--- src/rtl/mul_complex_pipe.sv ---
// Fully pipelined fixed-point complex multiplier, r = p*q or p*conj(q).
// Three stages share one enable: operand capture, four partial products,
// then combine/round/saturate. A valid/ready handshake provides backpressure.
module mul_complex_pipe #(
  parameter int DW    = 12,
  parameter int FRAC  = 10,
  parameter int ROUND = 1
) (
  input  logic          clk,
  input  logic          rst,
  input  logic          in_valid,
  output logic          in_ready,
  input  logic          in_conj,
  input  logic [2*DW-1:0] p,
  input  logic [2*DW-1:0] q,
  output logic          out_valid,
  input  logic          out_ready,
  output logic [2*DW-1:0] r,
  output logic          out_ovf
);

  // Product width (DW x DW+1 signed) and sum width (one guard bit above that).
  localparam int PW = 2*DW + 1;
  localparam int SW = 2*DW + 2;

  localparam logic signed [SW-1:0] RND_C   = (ROUND != 0) ? SW'(1 << (FRAC-1)) : SW'(0);
  localparam logic signed [SW-1:0] SAT_MAX = SW'((1 << (DW-1)) - 1);
  localparam logic signed [SW-1:0] SAT_MIN = ~SAT_MAX;

  // Optional half-up rounding followed by a flooring arithmetic shift.
  function automatic logic signed [SW-1:0] rnd_shift(input logic signed [SW-1:0] x);
    logic signed [SW-1:0] t;
    t = x + RND_C;
    return t >>> FRAC;
  endfunction

  // Clip to the DW-bit range; the MSB of the result flags a clip.
  function automatic logic [DW:0] sat(input logic signed [SW-1:0] x);
    if (x > SAT_MAX)      return {1'b1, SAT_MAX[DW-1:0]};
    else if (x < SAT_MIN) return {1'b1, SAT_MIN[DW-1:0]};
    else                  return {1'b0, x[DW-1:0]};
  endfunction

  // Sign-extend a DW-bit operand to product width.
  function automatic logic signed [PW-1:0] sx_dw(input logic signed [DW-1:0] x);
    return {{(PW-DW){x[DW-1]}}, x};
  endfunction

  logic w_en;
  logic vld_p0, vld_p1, vld_p2;

  // One enable for every stage: move whenever the output slot is free or being taken.
  assign w_en      = !vld_p2 | out_ready;
  assign in_ready  = w_en;
  assign out_valid = vld_p2;

  // Stage valid bits; the only state that needs a reset besides the outputs.
  always_ff @(posedge clk) begin
    if (rst) begin
      vld_p0 <= 1'b0;
      vld_p1 <= 1'b0;
      vld_p2 <= 1'b0;
    end else if (w_en) begin
      vld_p0 <= in_valid;
      vld_p1 <= vld_p0;
      vld_p2 <= vld_p1;
    end
  end

  // ---- S1: operand capture, conjugate applied to q imag in DW+1 bits ----
  logic signed [DW-1:0] r_ar_p0, r_br_p0, r_aq_p0;
  logic signed [DW:0]   r_bq_p0;
  logic signed [DW:0]   w_bq_ext, w_bq_cj;

  assign w_bq_ext = $signed({q[DW-1], q[DW-1:0]});
  assign w_bq_cj  = in_conj ? -w_bq_ext : w_bq_ext;

  // Capture operands only on an accepted sample.
  always_ff @(posedge clk) begin
    if (w_en && in_valid) begin
      r_ar_p0 <= $signed(p[2*DW-1:DW]);
      r_br_p0 <= $signed(p[DW-1:0]);
      r_aq_p0 <= $signed(q[2*DW-1:DW]);
      r_bq_p0 <= w_bq_cj;
    end
  end

  // ---- S2: four signed partial products at full precision ----
  logic signed [PW-1:0] w_ar_x, w_br_x, w_aq_x, w_bq_x;
  logic signed [PW-1:0] r_m_rr_p1, r_m_ii_p1, r_m_ri_p1, r_m_ir_p1;

  assign w_ar_x = sx_dw(r_ar_p0);
  assign w_br_x = sx_dw(r_br_p0);
  assign w_aq_x = sx_dw(r_aq_p0);
  assign w_bq_x = {{(PW-DW-1){r_bq_p0[DW]}}, r_bq_p0};

  // Register products only when a valid sample advances into S2.
  always_ff @(posedge clk) begin
    if (w_en && vld_p0) begin
      r_m_rr_p1 <= w_ar_x * w_aq_x;
      r_m_ii_p1 <= w_br_x * w_bq_x;
      r_m_ri_p1 <= w_aq_x * w_br_x;
      r_m_ir_p1 <= w_ar_x * w_bq_x;
    end
  end

  // ---- S3: combine, round, shift, saturate ----
  logic signed [SW-1:0] w_re, w_im;
  logic [DW:0]          w_re_s, w_im_s;
  logic [2*DW-1:0]      r_res_p2;
  logic                 r_ovf_p2;

  assign w_re   = $signed({r_m_rr_p1[PW-1], r_m_rr_p1}) - $signed({r_m_ii_p1[PW-1], r_m_ii_p1});
  assign w_im   = $signed({r_m_ir_p1[PW-1], r_m_ir_p1}) + $signed({r_m_ri_p1[PW-1], r_m_ri_p1});
  assign w_re_s = sat(rnd_shift(w_re));
  assign w_im_s = sat(rnd_shift(w_im));

  // Output register: cleared on reset, updated only by a valid sample so it holds under stall.
  always_ff @(posedge clk) begin
    if (rst) begin
      r_res_p2 <= '0;
      r_ovf_p2 <= 1'b0;
    end else if (w_en && vld_p1) begin
      r_res_p2 <= {w_re_s[DW-1:0], w_im_s[DW-1:0]};
      r_ovf_p2 <= w_re_s[DW] | w_im_s[DW];
    end
  end

  assign r       = r_res_p2;
  assign out_ovf = r_ovf_p2;

endmodule
--- config.mk ---
export PLATFORM = sky130hd
export DESIGN_NAME = mul_complex_pipe
export DESIGN_NICKNAME = d
export VERILOG_FILES = /design/src/rtl/mul_complex_pipe.sv
export SDC_FILE = /design/constraint.sdc
export NUM_CORES = 2
export LEC_CHECK = 0
export ABC_AREA = 1
export CORE_MARGIN = 4
export CORE_UTILIZATION = 45
export CTS_BUF_LIST = sky130_fd_sc_hd__clkbuf_8
export CTS_CLUSTER_DIAMETER = 30
export DETAILED_ROUTE_END_ITERATION = 6
export GPL_TIMING_DRIVEN = 0
export PLACE_DENSITY = 0.59
export SLEW_MARGIN = 20
export SYNTH_ARGS = -nofsm -noshare
export SYNTH_HDL_FRONTEND = slang
export SYNTH_SLANG_ARGS = --single-unit
--- constraint.sdc ---
create_clock -name clk -period 5.93 [get_ports clk]
set_input_delay 0.8895 -clock clk [delete_from_list [all_inputs] [get_ports clk]]
set_output_delay 0.8895 -clock clk [all_outputs]
set_load 0.05 [all_outputs]
==> flow_summary.ini <==
[clock_tree]
cts_made_buffers = 17
cts_root_buffer = clkbuf_8
cts_sinks = 175
cts_tree = built
clk_latency_ns = 0.59
hold_buffers = 0
cts_buffer_depth = 2
clk_pin_slew_ns = 0.11
h-tree-depth = 4

[critical_path]
crit_chain = buf_2, nand2_1, fa_1, inv_1, ha_1, fa_1, inv_1, fa_1, fa_1, inv_1, ha_1, o21ai_0, o211ai_1, nand2_1, nand2_1, nand3_1, nand2_1, xor2_1
cp-end-kind = flip-flop
worstPathArrival_ns = 6.00
cp_max_fo = 10
path_buf_inv = 4
crit_type = reg2reg
worstSetupStartpointType = flip-flop
slowest_delay_ns = 0.73
cp.required_ns = 6.24
crit_slowest_cell = o21ai_0
cp_top_family = adder cells

[drt]
final_antenna_net_count = 0
drc = 0
drt_wl_total_um = 88900
avgRoutedWirePerCell_um = 18.1
first_iter_violations = 1674
vias_per_cell = 4.98
first_pass_iters = 7
num_vias = 24500

[place]
place_ws_ns = -0.765
hpwl_um = 75100
port_buffers = 78
gp_congestion = 0.956

[yosys]
synth_area_leaders = fa_1 36%, edfxtp_1 14%, inv_1 12%, ha_1 12%, nand2_1 11%
syn_inst = 3840
netlist_area_um2 = 32000
ys_ff_latch = 175
ys_seq_area_share_pct = 15.5
synth_top_area_share_pct = 35.7
netlist-cell-type-count = 40
ys_warn_count = 0
syn-num-nets = 4768
syn_area_per_cell_um2 = 8.34
yosys.area.top_type = fa_1

[layout]
post-route-util_pct = 49.8
syn_to_final_growth_pct = 9.30
fin_nets = 4900
drive_gt1_share_pct = 5.50
n_fill_cell = 6896

[timing]
fmax_ghz = 0.176
setup_ws_ns = 0.242
finalSetupViolCount = 0
slew_viol_final = 0
hold_violations = 0
max_slew_margin_pct = 33.9
layout_min_cycle_time_ns = 5.69
period_share_pct = 95.9
worstMarginPinSlew_ns = 0.992
fin_worst_skew_ns = 0.0288
fin_tns_setup_ns = 0

[floorplan]
io_pins = 80
core_um2 = 70300
chipWidth_um = 275
dieArea_um2 = 75500
rows = 97
die_h_um = 275
initial_core_util_pct = 45.6

[global_route]
grt_max_degree = 51
grt_usage_pct = 24.7
grt_pass1_vias = 24900
grt_overflow = 0
antenna_found_initial = 3
grt_pass1_wl_um = 140000

[run_status]
status = finished, final reports clean

[job]
cap_violations = 0

[worst_hold_path]
hp-class = reg2reg
-- worst min-delay path, stage by stage, from the launching register on --
cell     delay (ns)
dfxtp_1        0.33
nand2_1        0.06
a21oi_1        0.05
-- cells in the mapped netlist --
cell type,count
nand4_1,16
buf_4,3
xor2_1,72
o21bai_1,9
nor3_1,14
clkbuf_1,125
buf_6,1
o311ai_0,2
a21o_1,4
nor4_1,2
a31oi_1,7
a2111oi_0,1
nor2_1,138
a211oi_1,2
nand3_2,1
a31o_2,1
a221oi_1,1
a21oi_1,140
nand2_1,963
o21ai_0,72
o21a_1,2
inv_1,1054
nor2_2,2
nor3_2,1
o31ai_1,4
nand2_2,2
fa_1,572
edfxtp_1,147
nor3b_1,2
o211ai_1,6
dfxtp_1,28
o21ai_2,2
or2_2,9
o221ai_1,1
inv_2,1
xnor2_1,63
ha_1,303
nand3_1,54
o21ai_1,3
a21oi_2,10
-- cell usage in the layout, fill, tap and decap left out, types with 5 or more instances in the layout --
cell type,instances
buf_2,11
nand2_1,963
ha_1,300
clkbuf_2,65
clkbuf_1,12
nand4_1,16
clkbuf_8,17
o21ai_1,5
clkbuf_4,12
clkinv_8,8
inv_6,6
o21ai_0,70
xor2_1,72
or2_2,9
a21oi_1,140
nand3_1,54
nor3_1,13
a31oi_1,7
dfxtp_1,28
edfxtp_1,147
a21oi_2,10
o211ai_1,6
buf_4,58
inv_1,1052
xnor2_1,63
clkdlybuf4s50_1,78
o21bai_1,9
fa_1,572
nor2_1,138
-- layout make-up --
type                            count  area [um^2]  share of cell area, %
Antenna cell                        2         5.00                 0.0143
Buffer                            104          549                   1.57
Clock buffer                       17          234                  0.668
Clock inverter                     15          190                  0.543
Inverter                         1055         3970                   11.3
Multi-Input combinational cell   2481        22600                   64.6
Sequential cell                   175         4970                   14.2
Tap cell                          940         1180                   3.36
Timing Repair Buffer              138         1310                   3.74
-- cell families after synthesis --
| family | Yosys count | synth area share, % |
|---|---|---|
| compound gates | 267 | 4.62 |
| flops | 175 | 15.5 |
| fa+ha+maj | 875 | 47.6 |
| buf+inv | 1184 | 13.9 |
| simple gates | 1204 | 14.7 |
| xor+xnor | 135 | 3.69 |
-- final timing paths --
kind                            startpoint       endpoint  slack (ns)  depth (start not counted)
worst max-delay path            r_bq_p0[1]  r_m_ir_p1[22]        0.24                         18
worst min-delay path                vld_p0         vld_p0        0.47                          2
worst max register to register  r_bq_p0[1]  r_m_ir_p1[22]        0.24                         18
worst min register to register      vld_p0         vld_p0        0.47                          2
-- flip-flops by register name, indices dropped and copies added (netlist names), 12 cells and up --
register	count
r_m_rr_p1	24
r	24
r_m_ir_p1	25
r_aq_p0	12
r_ar_p0	12
r_bq_p0	13
r_m_ii_p1	25
r_br_p0	12
r_m_ri_p1	24
-- layer usage --
metal	share of wire [%]	vias to the layer above	GRT usage (%)	routed length, um
met4	2.4	2	6.20	2090
met5	0.082	-	0	73
li1	-	11500	-	-
met3	8.9	120	5.72	7950
met2	45	846	39.0	40100
met1	44	12000	34.6	38700
-- per-stage QoR --
| step | std cells | hold slack [ns] | instance area (um^2) |
|---|---|---|---|
| 2_1_floorplan | 3840 | 0.438 | 32000 |
| 3_3_place_gp | 4858 | 0.455 | 34000 |
| 3_5_place_dp | 4860 | 0.460 | 34100 |
| 4_1_cts | 4895 | 0.477 | 34700 |
| 5_1_grt | 4926 | 0.499 | 35000 |
| 6_report | 4927 | 0.472 | 35000 |
-- timing repair --
item,4_1_cts,5_1_grt
buffers inserted,21,37
resized for setup,47,130
endpoints found under the setup margin,51,33
Power is not shown: default switching activity piles up to over one toggle a cycle in this logic, so the estimate is an artifact.
